==> config.mk <==
export PLATFORM = sky130hd
export DESIGN_NAME = multi_debounce
export DESIGN_NICKNAME = d
export VERILOG_FILES = /design/src/rtl/multi_debounce.sv
export SDC_FILE = /design/constraint.sdc
export NUM_CORES = 1
export LEC_CHECK = 0
export ABC_AREA = 1
export CAP_MARGIN = 20
export CORE_ASPECT_RATIO = 1.2
export CORE_MARGIN = 4
export CORE_UTILIZATION = 60
export CTS_BUF_LIST = sky130_fd_sc_hd__clkbuf_2 sky130_fd_sc_hd__clkbuf_4 sky130_fd_sc_hd__clkbuf_8
export DETAILED_ROUTE_END_ITERATION = 8
export PLACE_DENSITY_LB_ADDON = 0.12
export RECOVER_POWER = 100
export SLEW_MARGIN = 20
export SYNTH_ARGS = -nofsm -noshare
export SYNTH_HDL_FRONTEND = slang
export SYNTH_SLANG_ARGS = --single-unit
==> constraint.sdc <==
create_clock -name clk_i -period 2 [get_ports clk_i]
set_input_delay 0.4 -clock clk_i [delete_from_list [all_inputs] [get_ports clk_i]]
set_output_delay 0.4 -clock clk_i [all_outputs]
set_load 0.02 [all_outputs]
==> src/rtl/multi_debounce.sv <==
// Multi-channel push-button debouncer: per-channel synchroniser, saturating stability counter, edge pulses.
// Define MULTI_DEBOUNCE_LONG_PRESS_EN to add the per-channel long-press detector driving long_o.
module multi_debounce #(
  parameter int unsigned NUM_CH          = 4,
  parameter int unsigned DEBOUNCE_CYCLES = 4000000,
  parameter int unsigned SYNC_STAGES     = 2,
  parameter logic        RESET_LEVEL     = 1'b0,
  parameter int unsigned LONG_CYCLES     = 100000000
) (
  input  logic              clk_i,
  input  logic              rst_i,
  input  logic [NUM_CH-1:0] btn_i,
  output logic [NUM_CH-1:0] btn_o,
  output logic [NUM_CH-1:0] rise_o,
  output logic [NUM_CH-1:0] fall_o,
  output logic              any_change_o,
  output logic [NUM_CH-1:0] long_o
);

  localparam int unsigned CNT_W = $clog2(DEBOUNCE_CYCLES + 1);
  localparam logic [CNT_W-1:0] CNT_MAX = CNT_W'(DEBOUNCE_CYCLES);

  // Reject configurations the synchroniser and counters cannot represent
  if (NUM_CH == 0) begin : g_bad_num_ch
    $error("multi_debounce: NUM_CH must be >= 1");
  end
  if (DEBOUNCE_CYCLES == 0) begin : g_bad_debounce
    $error("multi_debounce: DEBOUNCE_CYCLES must be >= 1");
  end
  if (SYNC_STAGES < 2) begin : g_bad_sync
    $error("multi_debounce: SYNC_STAGES must be >= 2");
  end
  if (LONG_CYCLES == 0) begin : g_bad_long
    $error("multi_debounce: LONG_CYCLES must be >= 1");
  end

  logic [NUM_CH-1:0] btn_nxt;

  for (genvar c = 0; c < NUM_CH; c++) begin : g_ch
    logic [SYNC_STAGES-1:0] sync_q;
    logic                   cand_q;
    logic                   cand_d;
    logic [CNT_W-1:0]       cnt_q;
    logic [CNT_W-1:0]       cnt_d;
    logic                   btn_d;
    logic                   s_c;

    assign s_c = sync_q[SYNC_STAGES-1];

    // A change of the synchronised level restarts the stability count; a saturated count commits it
    always_comb begin
      cand_d = cand_q;
      cnt_d  = cnt_q;
      btn_d  = btn_o[c];
      if (s_c != cand_q) begin
        cand_d = s_c;
        cnt_d  = '0;
      end else if (cnt_q < CNT_MAX) begin
        cnt_d = cnt_q + CNT_W'(1);
      end else begin
        btn_d = cand_q;
      end
    end

    always_ff @(posedge clk_i) begin
      if (rst_i) begin
        sync_q <= {SYNC_STAGES{RESET_LEVEL}};
        cand_q <= RESET_LEVEL;
        cnt_q  <= '0;
      end else begin
        sync_q <= {sync_q[SYNC_STAGES-2:0], btn_i[c]};
        cand_q <= cand_d;
        cnt_q  <= cnt_d;
      end
    end

    assign btn_nxt[c] = btn_d;
  end

  // Debounced levels and their edge pulses, all updated on the same edge
  always_ff @(posedge clk_i) begin
    if (rst_i) begin
      btn_o        <= {NUM_CH{RESET_LEVEL}};
      rise_o       <= '0;
      fall_o       <= '0;
      any_change_o <= 1'b0;
    end else begin
      btn_o        <= btn_nxt;
      rise_o       <= btn_nxt & ~btn_o;
      fall_o       <= ~btn_nxt & btn_o;
      any_change_o <= |(btn_nxt ^ btn_o);
    end
  end

`ifdef MULTI_DEBOUNCE_LONG_PRESS_EN
  localparam int unsigned HOLD_W = $clog2(LONG_CYCLES + 1);
  localparam logic [HOLD_W-1:0] HOLD_MAX = HOLD_W'(LONG_CYCLES);

  logic [NUM_CH-1:0] long_hit;

  for (genvar c = 0; c < NUM_CH; c++) begin : g_long
    logic [HOLD_W-1:0] hold_q;

    // Hold counter saturates at LONG_CYCLES so the pulse fires once per press
    always_ff @(posedge clk_i) begin
      if (rst_i || !btn_o[c]) begin
        hold_q <= '0;
      end else if (hold_q < HOLD_MAX) begin
        hold_q <= hold_q + HOLD_W'(1);
      end
    end

    assign long_hit[c] = btn_o[c] && (hold_q == (HOLD_MAX - HOLD_W'(1)));
  end

  always_ff @(posedge clk_i) begin
    if (rst_i) begin
      long_o <= '0;
    end else begin
      long_o <= long_hit;
    end
  end
`else
  assign long_o = '0;
`endif

endmodule
==> results of run 1 <==
per-stage QoR:
stage | worst slack, ns | util, % | hold slack [ns] | instances | area (um^2)
floorplan | 0.439 | - | 0.388 | 1082 | 6740
global placement | 0.297 | 64.0 | 0.392 | 1224 | 7030
detailed placement | 0.235 | 64.0 | 0.400 | 1224 | 7030
CTS | 0.0862 | 68.3 | 0.411 | 1256 | 7500
global route | 0.0369 | 67.9 | 0.424 | 1256 | 7450
finish | 0.0912 | 67.9 | 0.405 | 1256 | 7450
power breakdown:
part	switching [mW]	total, mW	internal [mW]
clock	0.935	2.61	1.68
sequential	0.0256	2.31	2.28
combinational	0.110	0.168	0.0580
routing by layer:
metal  part of all wire (%)  wire length [um]  GRT usage, %  vias up
li1                       -                 -             -     3393
met1                     46              6770          28.9     2797
met2                     47              6920          41.0      142
met3                    4.2               615          5.91       44
met4                    3.0               442          11.4        0
met5                      0                 0             0        -
final cells by class:
cell class / count / area, um^2 / share of cell area (%)
multi-input cells: 811 / 3750 / 50.3
flip-flops and latches: 113 / 2260 / 30.4
inverters: 134 / 504 / 6.76
repair buffers: 34 / 290 / 3.89
clock buffers: 21 / 270 / 3.63
clock inverters: 11 / 209 / 2.80
well taps: 132 / 165 / 2.22
registers in the layout, summed over array words and instances, names as in the netlist:
| name | count |
|---|---|
| g_ch.cnt_q | 88 |
| g_ch.sync_q | 8 |
| btn_o | 4 |
| fall_o | 4 |
| g_ch.cand_q | 4 |
| rise_o | 4 |
| any_change_o | 1 |
placed cells by master (no fill, tap or decap), types with 4 or more instances in the layout:
master	n
clkdlybuf4s50_1	7
bufinv_16	6
clkinv_2	5
clkbuf_2	4
xor2_1	16
dfxtp_1	112
dlygate4sd3_1	11
inv_1	128
nand2_1	369
nand2_4	6
nand3b_1	14
a21oi_1	51
nand2_2	7
xnor2_1	14
clkbuf_8	18
a21oi_2	6
o21ai_0	24
buf_4	12
ha_1	12
nor2_4	7
nor2_1	190
conb_1	4
nand3_1	56
nand4_1	24
nor2_2	4
final timing paths:
check | to | slack [ns] | depth (start not counted)
max | btn_o[0] | 0.09 | 1
min | g_ch[2].sync_q[1]$_SDFF_PP0_ | 0.41 | 2
max reg2reg | g_ch[2].cnt_q[20]$_SDFFE_PP0P_ | 0.22 | 11
min reg2reg | g_ch[2].sync_q[1]$_SDFF_PP0_ | 0.41 | 2
cell families after synthesis:
| kind of cell | after synthesis |
|---|---|
| DFF | 113 |
| xor gates and xnor gates | 30 |
| buffers and inverters | 158 |
| other | 1 |
| and+or+nand+nor | 681 |
| AOI/OAI and AO/OA | 84 |
| adders and majority gates | 12 |
==> results.txt, run 1 <==
Relative slew slack: 64.1%
First-pass GRT wire length: 25600 um
CTS tree: yes
Vias in the first global route: 5875
Post-synth ARST share: 0%
Commonest cells in the netlist: nand2_1, nor2_1, inv_1
Max-slew violation count: 0
# setup viols final: 0
Status: complete, no violations
Root buffer cell: clkbuf_8
Adder-Cell Fraction of Synth Area: 2.23%
Worst path bufs/invs: 1
Port bufs: 18
Worst slew pin tran: 0.537 ns
Residual DRC count: 0
EDFF count, synth: 0
Pin count of the biggest net entering global routing: 25
Clock slew seen by the registers of the worst setup and hold paths: 0.06 ns
Simple-gate area share of the yosys netlist: 43.1%
Setup bufs post-CTS: 0
Lkg Pwr: 3.01 nW
Unrepaired setup endpoints after global routing: no
Die W: 105 um
Post-synthesis xor/xnor area fraction: 3.91%
Crit-path slowest cell: dlygate4sd3_1
Largest family of logic cells by synthesized area: simple AND/OR/NAND/NOR gates
Tcrit/Tclk final: 95.4%
PD cells: 682 nW/um^2
Post-Syn Area: 6730 um^2
Share of layout cells above drive strength 1: 7.38%
Layout area overhead: 10.8%
Total vias in the final route: 6376
Gate Count Post-Synth: 1079
Post-synthesis compound-gate area fraction: 6.84%
Share of the synthesized area in the top cell type: 33.6%
Layout net count: 1129
Worst path cell trace: dlygate4sd3_1
Hpwl dp: 10800 um
Total number of H-tree levels: 4
Reg2reg start: g_ch[2].cnt_q[12]$_SDFFE_PP0P_
CTS max path bufs: 2
Total wire length: 14700 um
Row count: 42
WS Path Type: register to output pin
Worst EP arrival: 1.51 ns
Starting Density: 61.3%
Vert. Die Dim: 124 um
Sequential-to-total area share from yosys stat: 33.6%
Dominant cells by area after synthesis: dfxtp_1, nand2_1, nor2_1, inv_1, nand3_1
VDD IR-drop max: 0.578 mV
Die area: 13000 um^2
Synthesis warning total: 0
Critical Path Sink Type: output pin
GRT Util Overall: 24.1%
Cts hold-fix bufs: 0
Setup crit start: btn_o[0]$_SDFF_PP0_
Clock sinks: 113
Initial antenna violation count: 0
Final GP Congestion: 0.948
Detailed Route Iter0 Violations: 302
Worst Path Required: 1.60 ns
Max Cap Viol: 0
Fmax: 0.524 GHz
Via density per instance: 5.08
Hold Path Class: register to register
CTS Buf Count: 17
DRT Pass-1 Iters: 5
Tot Pwr: 5.08 mW
Netlist cell types: 35
DRT antenna net count: 0
Final setup TNS: 0 ns
Critical Path Start Type: register
Core ar.: 11000 um^2
I/O pin count: 23
Average size of a mapped cell: 6.24 um^2
Crit Path Max Fanout: 3
Ant diodes: 0
Cell taking the most area after synthesis: dfxtp_1
Synth Register Bits: 113
Delay-heaviest family, CP: buffers and inverters
Synth Flop Type: dfxtp_1
Count leader, synth: nand2_1
Post-CTS sizing: 0
Slowest cell delay on critical path: 0.69 ns
Routed WL per cell: 11.7 um
Minimum clock period: 1.91 ns
Mux share of post-synthesis cell area: 0%
Clk_lat worst skew: 0.45 ns
Overflow after GRT: 0
Final hold violations: 0
FILL cells: 1043
Hold path start: g_ch[2].sync_q[0]$_SDFF_PP0_
Final clock skew: 0.0122 ns
(Power assumes the default switching activity.)
==> run 2, diff against run 1 <==
--- a/config.mk
+++ b/config.mk
@@ -9,9 +9,10 @@
 export CAP_MARGIN = 20
 export CORE_ASPECT_RATIO = 1.2
 export CORE_MARGIN = 4
-export CORE_UTILIZATION = 60
+export CORE_UTILIZATION = 40
 export CTS_BUF_LIST = sky130_fd_sc_hd__clkbuf_2 sky130_fd_sc_hd__clkbuf_4 sky130_fd_sc_hd__clkbuf_8
 export DETAILED_ROUTE_END_ITERATION = 8
+export MAX_ROUTING_LAYER = met4
 export PLACE_DENSITY_LB_ADDON = 0.12
 export RECOVER_POWER = 100
 export SLEW_MARGIN = 20
==> run 2 against run 1 <==
Routed wire length increased by 5.5%; global-route usage decreased by 6.3 points; first-iteration DRC count increased by 5.3%; final area decreased by 0.20%; non-clock buffer count increased by 2; utilization decreased by 23 points; die area increased by 46%; register-to-register slack about the same; hold slack got worse by 0.0033 ns; maximum frequency increased by 0.72%; sequential power about the same; combinational power about the same; largest power group is now registers; highest routed layer unchanged.
==> results.txt, run 2 (synthesized netlist as in run 1, its figures left out) <==
CTS tree: yes (unchanged)
Post-CTS sizing: 0 (unchanged)
Dpl cells: 1306 (was 1224)
Max FFs per register: 88 (unchanged)
Vert. Die Dim: 150 um (was 124 um)
# setup viols final: 0 (unchanged)
First-pass GRT wire length: 26800 um (was 25600 um)
Internal: 3.32 mW (was 4.01 mW)
Ant diodes: 0 (unchanged)
Setup bufs post-CTS: 0 (unchanged)
Clk_lat worst skew: 0.44 ns (was 0.45 ns)
Residual DRC count: 0 (unchanged)
Final setup TNS: 0 ns (unchanged)
Total vias in the final route: 6192 (was 6376)
Endpoint, Worst Hold: g_ch[1].sync_q[1]$_SDFF_PP0_ (was g_ch[2].sync_q[1]$_SDFF_PP0_)
Worst Path Required: 1.60 ns (about the same)
Worst path cell trace: clkdlybuf4s50_1 (was dlygate4sd3_1)
Worst slack at placement: 0.248 ns (was 0.235 ns)
Slowest cell delay on critical path: 0.64 ns (was 0.69 ns)
I/O pin count: 23 (unchanged)
Core ar.: 16400 um^2 (was 11000 um^2)
Final GP Congestion: 0.872 (was 0.948)
Highest-count cells in the layout ignoring fill and taps: nand2_1, nor2_1, inv_1, dfxtp_1, nand3_1 (unchanged)
Die W: 126 um (was 105 um)
Top Registers: g_ch.cnt_q x88, g_ch.sync_q x8 (unchanged)
Switch Pwr: 1.13 mW (was 1.07 mW)
Crit-path slowest cell: clkdlybuf4s50_1 (was dlygate4sd3_1)
R2R depth: 10 (was 11)
Row count: 51 (was 42)
Reg2reg start: g_ch[0].cnt_q[11]$_SDFFE_PP0P_ (was g_ch[2].cnt_q[12]$_SDFFE_PP0P_)
Area post-placement: 7140 um^2 (was 7030 um^2)
WS Path Type: register to output pin (unchanged)
Most common cell after layout, fill and taps aside: nand2_1 (unchanged)
Initial antenna violation count: 0 (unchanged)
Unrepaired setup endpoints after global routing: no (unchanged)
Share of layout cells above drive strength 1: 7.55% (was 7.38%)
Overflow after GRT: 0 (unchanged)
Hold Path Class: register to register (unchanged)
Minimum clock period: 1.90 ns (was 1.91 ns)
GRT Util Overall: 17.8% (was 24.1%)
Root buffer cell: clkbuf_8 (unchanged)
Worst EP arrival: 1.50 ns (was 1.51 ns)
Fmax: 0.528 GHz (was 0.524 GHz)
DRT Pass-1 Iters: 5 (unchanged)
Final Cell Area: 7440 um^2 (was 7450 um^2)
Hold depth: 2 (unchanged)
Critical Path Start Type: register (unchanged)
Relative slew slack: 34.6% (was 64.1%)
Worst slew pin tran: 0.981 ns (was 0.537 ns)
Hold path start: g_ch[1].sync_q[0]$_SDFF_PP0_ (was g_ch[2].sync_q[0]$_SDFF_PP0_)
Final clock skew: 0.00810 ns (was 0.0122 ns)
Starting Density: 41.0% (was 61.3%)
Sequential power share: 51.7% (was 45.4%)
Clock sinks: 113 (unchanged)
Pin count of the biggest net entering global routing: 24 (was 25)
Reg with most FFs: g_ch.cnt_q (unchanged)
Flop-to-flop setup slack: 0.21 ns (was 0.22 ns)
Cts hold-fix bufs: 0 (unchanged)
Port bufs: 18 (unchanged)
Critical Path Sink Type: output pin (unchanged)
Vias in the first global route: 5662 (was 5875)
RR Endpoint: any_change_o$_SDFF_PP0_ (was g_ch[2].cnt_q[20]$_SDFFE_PP0P_)
Max Cap Viol: 0 (unchanged)
Tcrit/Tclk final: 94.8% (was 95.4%)
Total number of H-tree levels: 4 (unchanged)
Layout net count: 1131 (was 1129)
VDD IR-drop max: 0.402 mV (was 0.578 mV)
CTS max path bufs: 2 (unchanged)
Clock slew seen by the registers of the worst setup and hold paths: 0.07 ns (was 0.06 ns)
Layout area overhead: 10.6% (was 10.8%)
Final hold slack: 0.402 ns (was 0.405 ns)
Switching part of the total: 25.4% (was 21.0%)
PD cells: 598 nW/um^2 (was 682 nW/um^2)
Delay-heaviest family, CP: buffers and inverters (unchanged)
Worst path bufs/invs: 1 (unchanged)
Comb pwr share: 3.8% (was 3.3%)
Max-slew violation count: 0 (unchanged)
Die area: 19000 um^2 (was 13000 um^2)
Hpwl dp: 11500 um (was 10800 um)
Clock power share: 44.5% (was 51.3%)
Worst Slack Setup Final: 0.105 ns (was 0.0912 ns)
CTS Buf Count: 17 (unchanged)
Status: complete, no violations (unchanged)
Post-route insts no fill: 1338 (was 1256)
Crit Path Max Fanout: 3 (unchanged)
Detailed Route Iter0 Violations: 318 (was 302)
Final hold violations: 0 (unchanged)
Lkg Pwr: 2.94 nW (was 3.01 nW)
DRT antenna net count: 0 (unchanged)
Total wire length: 15600 um (was 14700 um)
Routed WL per cell: 11.6 um (was 11.7 um)
Via density per instance: 4.63 (was 5.08)
-- run 2: layout make-up --
cell class | count | area (um^2)
sequential | 113 | 2260
timing repair buffer | 36 | 290
multi-input combinational | 811 | 3760
clock inverter | 14 | 116
fill | 1753 | 8960
clock buffer | 18 | 241
tap | 212 | 265
inverter | 134 | 504
-- run 2: power by group through the flow --
stage                     combinational, mW  sequential, mW  clock, mW
after CTS                             0.178            2.30       2.05
after global placement                0.177            2.35          0
after floorplan                       0.123            2.35          0
after global routing                  0.194            2.31       2.16
after detailed placement              0.178            2.35          0
final                                 0.170            2.30       1.98
-- run 2: worst max-delay path by stage --
stage / from / endpoint / slack (ns) / cells after the start
6_report: btn_o[1]$_SDFF_PP0_ / btn_o[1] / 0.10 / 1
5_1_grt: g_ch[2].cnt_q[16]$_SDFFE_PP0P_ / any_change_o$_SDFF_PP0_ / 0.01 / 11
4_1_cts: btn_o[1]$_SDFF_PP0_ / btn_o[1] / 0.07 / 1
3_5_place_dp: g_ch[0].cnt_q[18]$_SDFFE_PP0P_ / any_change_o$_SDFF_PP0_ / 0.25 / 11
3_3_place_gp: g_ch[2].cnt_q[16]$_SDFFE_PP0P_ / any_change_o$_SDFF_PP0_ / 0.27 / 11
2_1_floorplan: g_ch[0].cnt_q[18]$_SDFFE_PP0P_ / any_change_o$_SDFF_PP0_ / 0.44 / 11
-- run 2: through the flow --
stage	power [mW]	util (%)
after floorplan	2.47	-
after global placement	2.53	43.5
after detailed placement	2.53	43.5
after CTS	4.53	45.7
after global routing	4.66	45.4
final	4.45	45.4
-- run 2: layer usage --
layer	track usage (%)	vias to the layer above	wire length (um)
met3	3.71	17	431
met1	21.3	2702	7490
met5	-	-	0
met4	5.63	0	190
met2	29.9	78	7450
li1	-	3395	-
==> run 3, diff against run 2 <==
--- a/config.mk
+++ b/config.mk
@@ -8,9 +8,8 @@
 export ABC_AREA = 1
 export CAP_MARGIN = 20
 export CORE_ASPECT_RATIO = 1.2
-export CORE_MARGIN = 4
 export CORE_UTILIZATION = 40
-export CTS_BUF_LIST = sky130_fd_sc_hd__clkbuf_2 sky130_fd_sc_hd__clkbuf_4 sky130_fd_sc_hd__clkbuf_8
+export CTS_BUF_LIST = sky130_fd_sc_hd__clkbuf_8
 export DETAILED_ROUTE_END_ITERATION = 8
 export MAX_ROUTING_LAYER = met4
 export PLACE_DENSITY_LB_ADDON = 0.12
==> constraint.sdc (replaced) <==
create_clock -name clk_i -period 1.75 [get_ports clk_i]
set_input_delay 0.35 -clock clk_i [delete_from_list [all_inputs] [get_ports clk_i]]
set_output_delay 0.35 -clock clk_i [all_outputs]
set_load 0.02 [all_outputs]
==> run 3 against run 2 <==
Die area down 8.6%; via count is 3.2% higher; hold slack about the same; highest routed layer unchanged; critical path type unchanged; clock skew increased by 0.0056 ns; utilization grew 2.9 points; routed wire length grew 0.91%.
==> results.txt, run 3 (synthesized netlist as in run 1, its figures left out) <==
Pin count of the biggest net entering global routing: 26 (was 24)
Highest-count cells in the layout ignoring fill and taps: nand2_1, nor2_1, inv_1, dfxtp_1, nand3_1 (unchanged)
Layout area overhead: 17.1% (was 10.6%)
First-pass GRT wire length: 26800 um (about the same)
Overflow after GRT: 0 (unchanged)
Final clock skew: 0.0137 ns (was 0.00810 ns)
Detailed Route Iter0 Violations: 292 (was 318)
Core ar.: 16300 um^2 (was 16400 um^2)
Setup bufs post-CTS: 0 (unchanged)
Area post-placement: 7440 um^2 (was 7140 um^2)
Clock sinks: 113 (unchanged)
Max Cap Viol: 0 (unchanged)
Worst Path Required: 1.40 ns (was 1.60 ns)
Vias in the first global route: 5790 (was 5662)
WS Path Type: register to output pin (unchanged)
Residual DRC count: 0 (unchanged)
# setup viols final: 0 (unchanged)
Max FFs per register: 88 (unchanged)
Grt met2 use: 33.6% (was 29.9%)
Tcrit/Tclk final: 95.3%
VDD IR-drop max: 0.350 mV (was 0.402 mV)
Total number of H-tree levels: 4 (unchanged)
Met1 usage: 24.0% (was 21.3%)
Clock slew seen by the registers of the worst setup and hold paths: 0.06 ns (was 0.07 ns)
Worst EP arrival: 1.32 ns (was 1.50 ns)
Ant diodes: 0 (unchanged)
Final GP Congestion: 0.867 (was 0.872)
GRT Util Overall: 20.0% (was 17.8%)
Lkg Pwr: 3.29 nW (was 2.94 nW)
I/O pin count: 23 (unchanged)
Status: complete, no violations (unchanged)
Via density per instance: 4.65 (was 4.63)
CTS max path bufs: 2 (unchanged)
Final Cell Area: 7880 um^2 (was 7440 um^2)
CTS Buf Count: 17 (unchanged)
Vert. Die Dim: 144 um (was 150 um)
Crit-path slowest cell: clkdlybuf4s50_1 (unchanged)
Flop-to-flop setup slack: 0.12 ns (was 0.21 ns)
Die area: 17300 um^2 (was 19000 um^2)
Layer with the highest usage: met2 (unchanged)
Total wire length: 15700 um (was 15600 um)
FILL cells: 1772 (was 1753)
Critical Path Start Type: register (unchanged)
Row count: 51 (unchanged)
Critical Path Sink Type: output pin (unchanged)
Delay-heaviest family, CP: buffers and inverters (unchanged)
Met3 usage: 4.10% (was 3.71%)
Starting Density: 41.2% (was 41.0%)
Fmax: 0.600 GHz
PD cells: 689 nW/um^2 (was 598 nW/um^2)
Final hold slack: 0.402 ns (about the same)
Final hold violations: 0 (unchanged)
Port bufs: 18 (unchanged)
Worst path bufs/invs: 1 (unchanged)
Max-slew violation count: 0 (unchanged)
Layout net count: 1166 (was 1131)
Multi-input combinational cell area: 3800 um^2 (was 3760 um^2)
Hold Path Class: register to register (unchanged)
Hpwl dp: 11700 um (was 11500 um)
Initial antenna violation count: 0 (unchanged)
Crit Path Max Fanout: 1 (was 3)
Top Registers: g_ch.cnt_q x88, g_ch.sync_q x8 (unchanged)
Most common cell after layout, fill and taps aside: nand2_1 (unchanged)
DRT antenna net count: 0 (unchanged)
Reg with most FFs: g_ch.cnt_q (unchanged)
Clk_lat worst skew: 0.43 ns (was 0.44 ns)
CTS tree: yes (unchanged)
Die W: 120 um (was 126 um)
Slowest cell delay on critical path: 0.59 ns (was 0.64 ns)
Root buffer cell: clkbuf_8 (unchanged)
FF/Latch Area: 2280 um^2 (was 2260 um^2)
Total vias in the final route: 6388 (was 6192)
Worst path cell trace: clkdlybuf4s50_1 (unchanged)
Minimum clock period: 1.67 ns
Routed WL per cell: 11.4 um (was 11.6 um)
DRT Pass-1 Iters: 5 (unchanged)
Share of layout cells above drive strength 1: 12.1% (was 7.55%)
==> run 3: cell count changes in the layout (fill, tap and decap cells not counted), moves of 4 or more <==
cell            before  now
buf_4               10   49
dfxtp_1            113  102
dfxtp_2              0   11
dlygate4sd3_1       10    1
dlygate4sd2_1        0    7
dlymetal6s2s_1       0    5
clkbuf_2             4    0
==> run 3: timing repair <==
| item | CTS | global route |
|---|---|---|
| hold buffers | 0 | 0 |
| endpoints found under the setup margin | 7 | 7 |
| gates resized for setup | 7 | 17 |
==> run 3: cell type report <==
type	instances	share of cell area, %
multi-input cells	811	48.2
clock buffers	20	3.49
well taps	212	3.37
repair buffers	71	7.81
clock inverters	12	1.78
flip-flops and latches	113	28.9
inverters	134	6.43
==> run 3: final timing paths <==
| kind | depth (start not counted) | from | to |
|---|---|---|---|
| max | 1 | fall_o[0]$_SDFF_PP0_ | fall_o[0] |
| min | 2 | g_ch[1].sync_q[0]$_SDFF_PP0_ | g_ch[1].sync_q[1]$_SDFF_PP0_ |
| max reg2reg | 11 | g_ch[0].cnt_q[19]$_SDFFE_PP0P_ | any_change_o$_SDFF_PP0_ |
| min reg2reg | 2 | g_ch[1].sync_q[0]$_SDFF_PP0_ | g_ch[1].sync_q[1]$_SDFF_PP0_ |
==> run 3: power breakdown <==
part	switching (mW)	total (mW)	internal, mW
Sequential	0.0278	2.63	2.61
Clock	1.07	2.58	1.50
Combinational	0.134	0.216	0.0823
Total	1.24	5.43	4.19
==> run 3: per-stage QoR <==
step	cells	util, %	power, mW	worst slack [ns]	setup TNS [ns]
final	1373	48.2	5.43	0.0824	0
after global routing	1373	48.2	5.68	-0.000258	-0.000258
after CTS	1373	48.0	5.51	0.00170	0
after detailed placement	1341	45.5	2.91	0.0874	0
after global placement	1341	45.5	2.91	0.121	0
after floorplan	1082	-	2.83	0.189	0
==> run 3: metal layers <==
layer / up-vias / routed length [um] / part of all wire [%]
met5: - / 0 / 0
met4: 0 / 167 / 1.1
met3: 17 / 391 / 2.5
met2: 75 / 7610 / 48
met1: 2830 / 7530 / 48
li1: 3466 / - / -
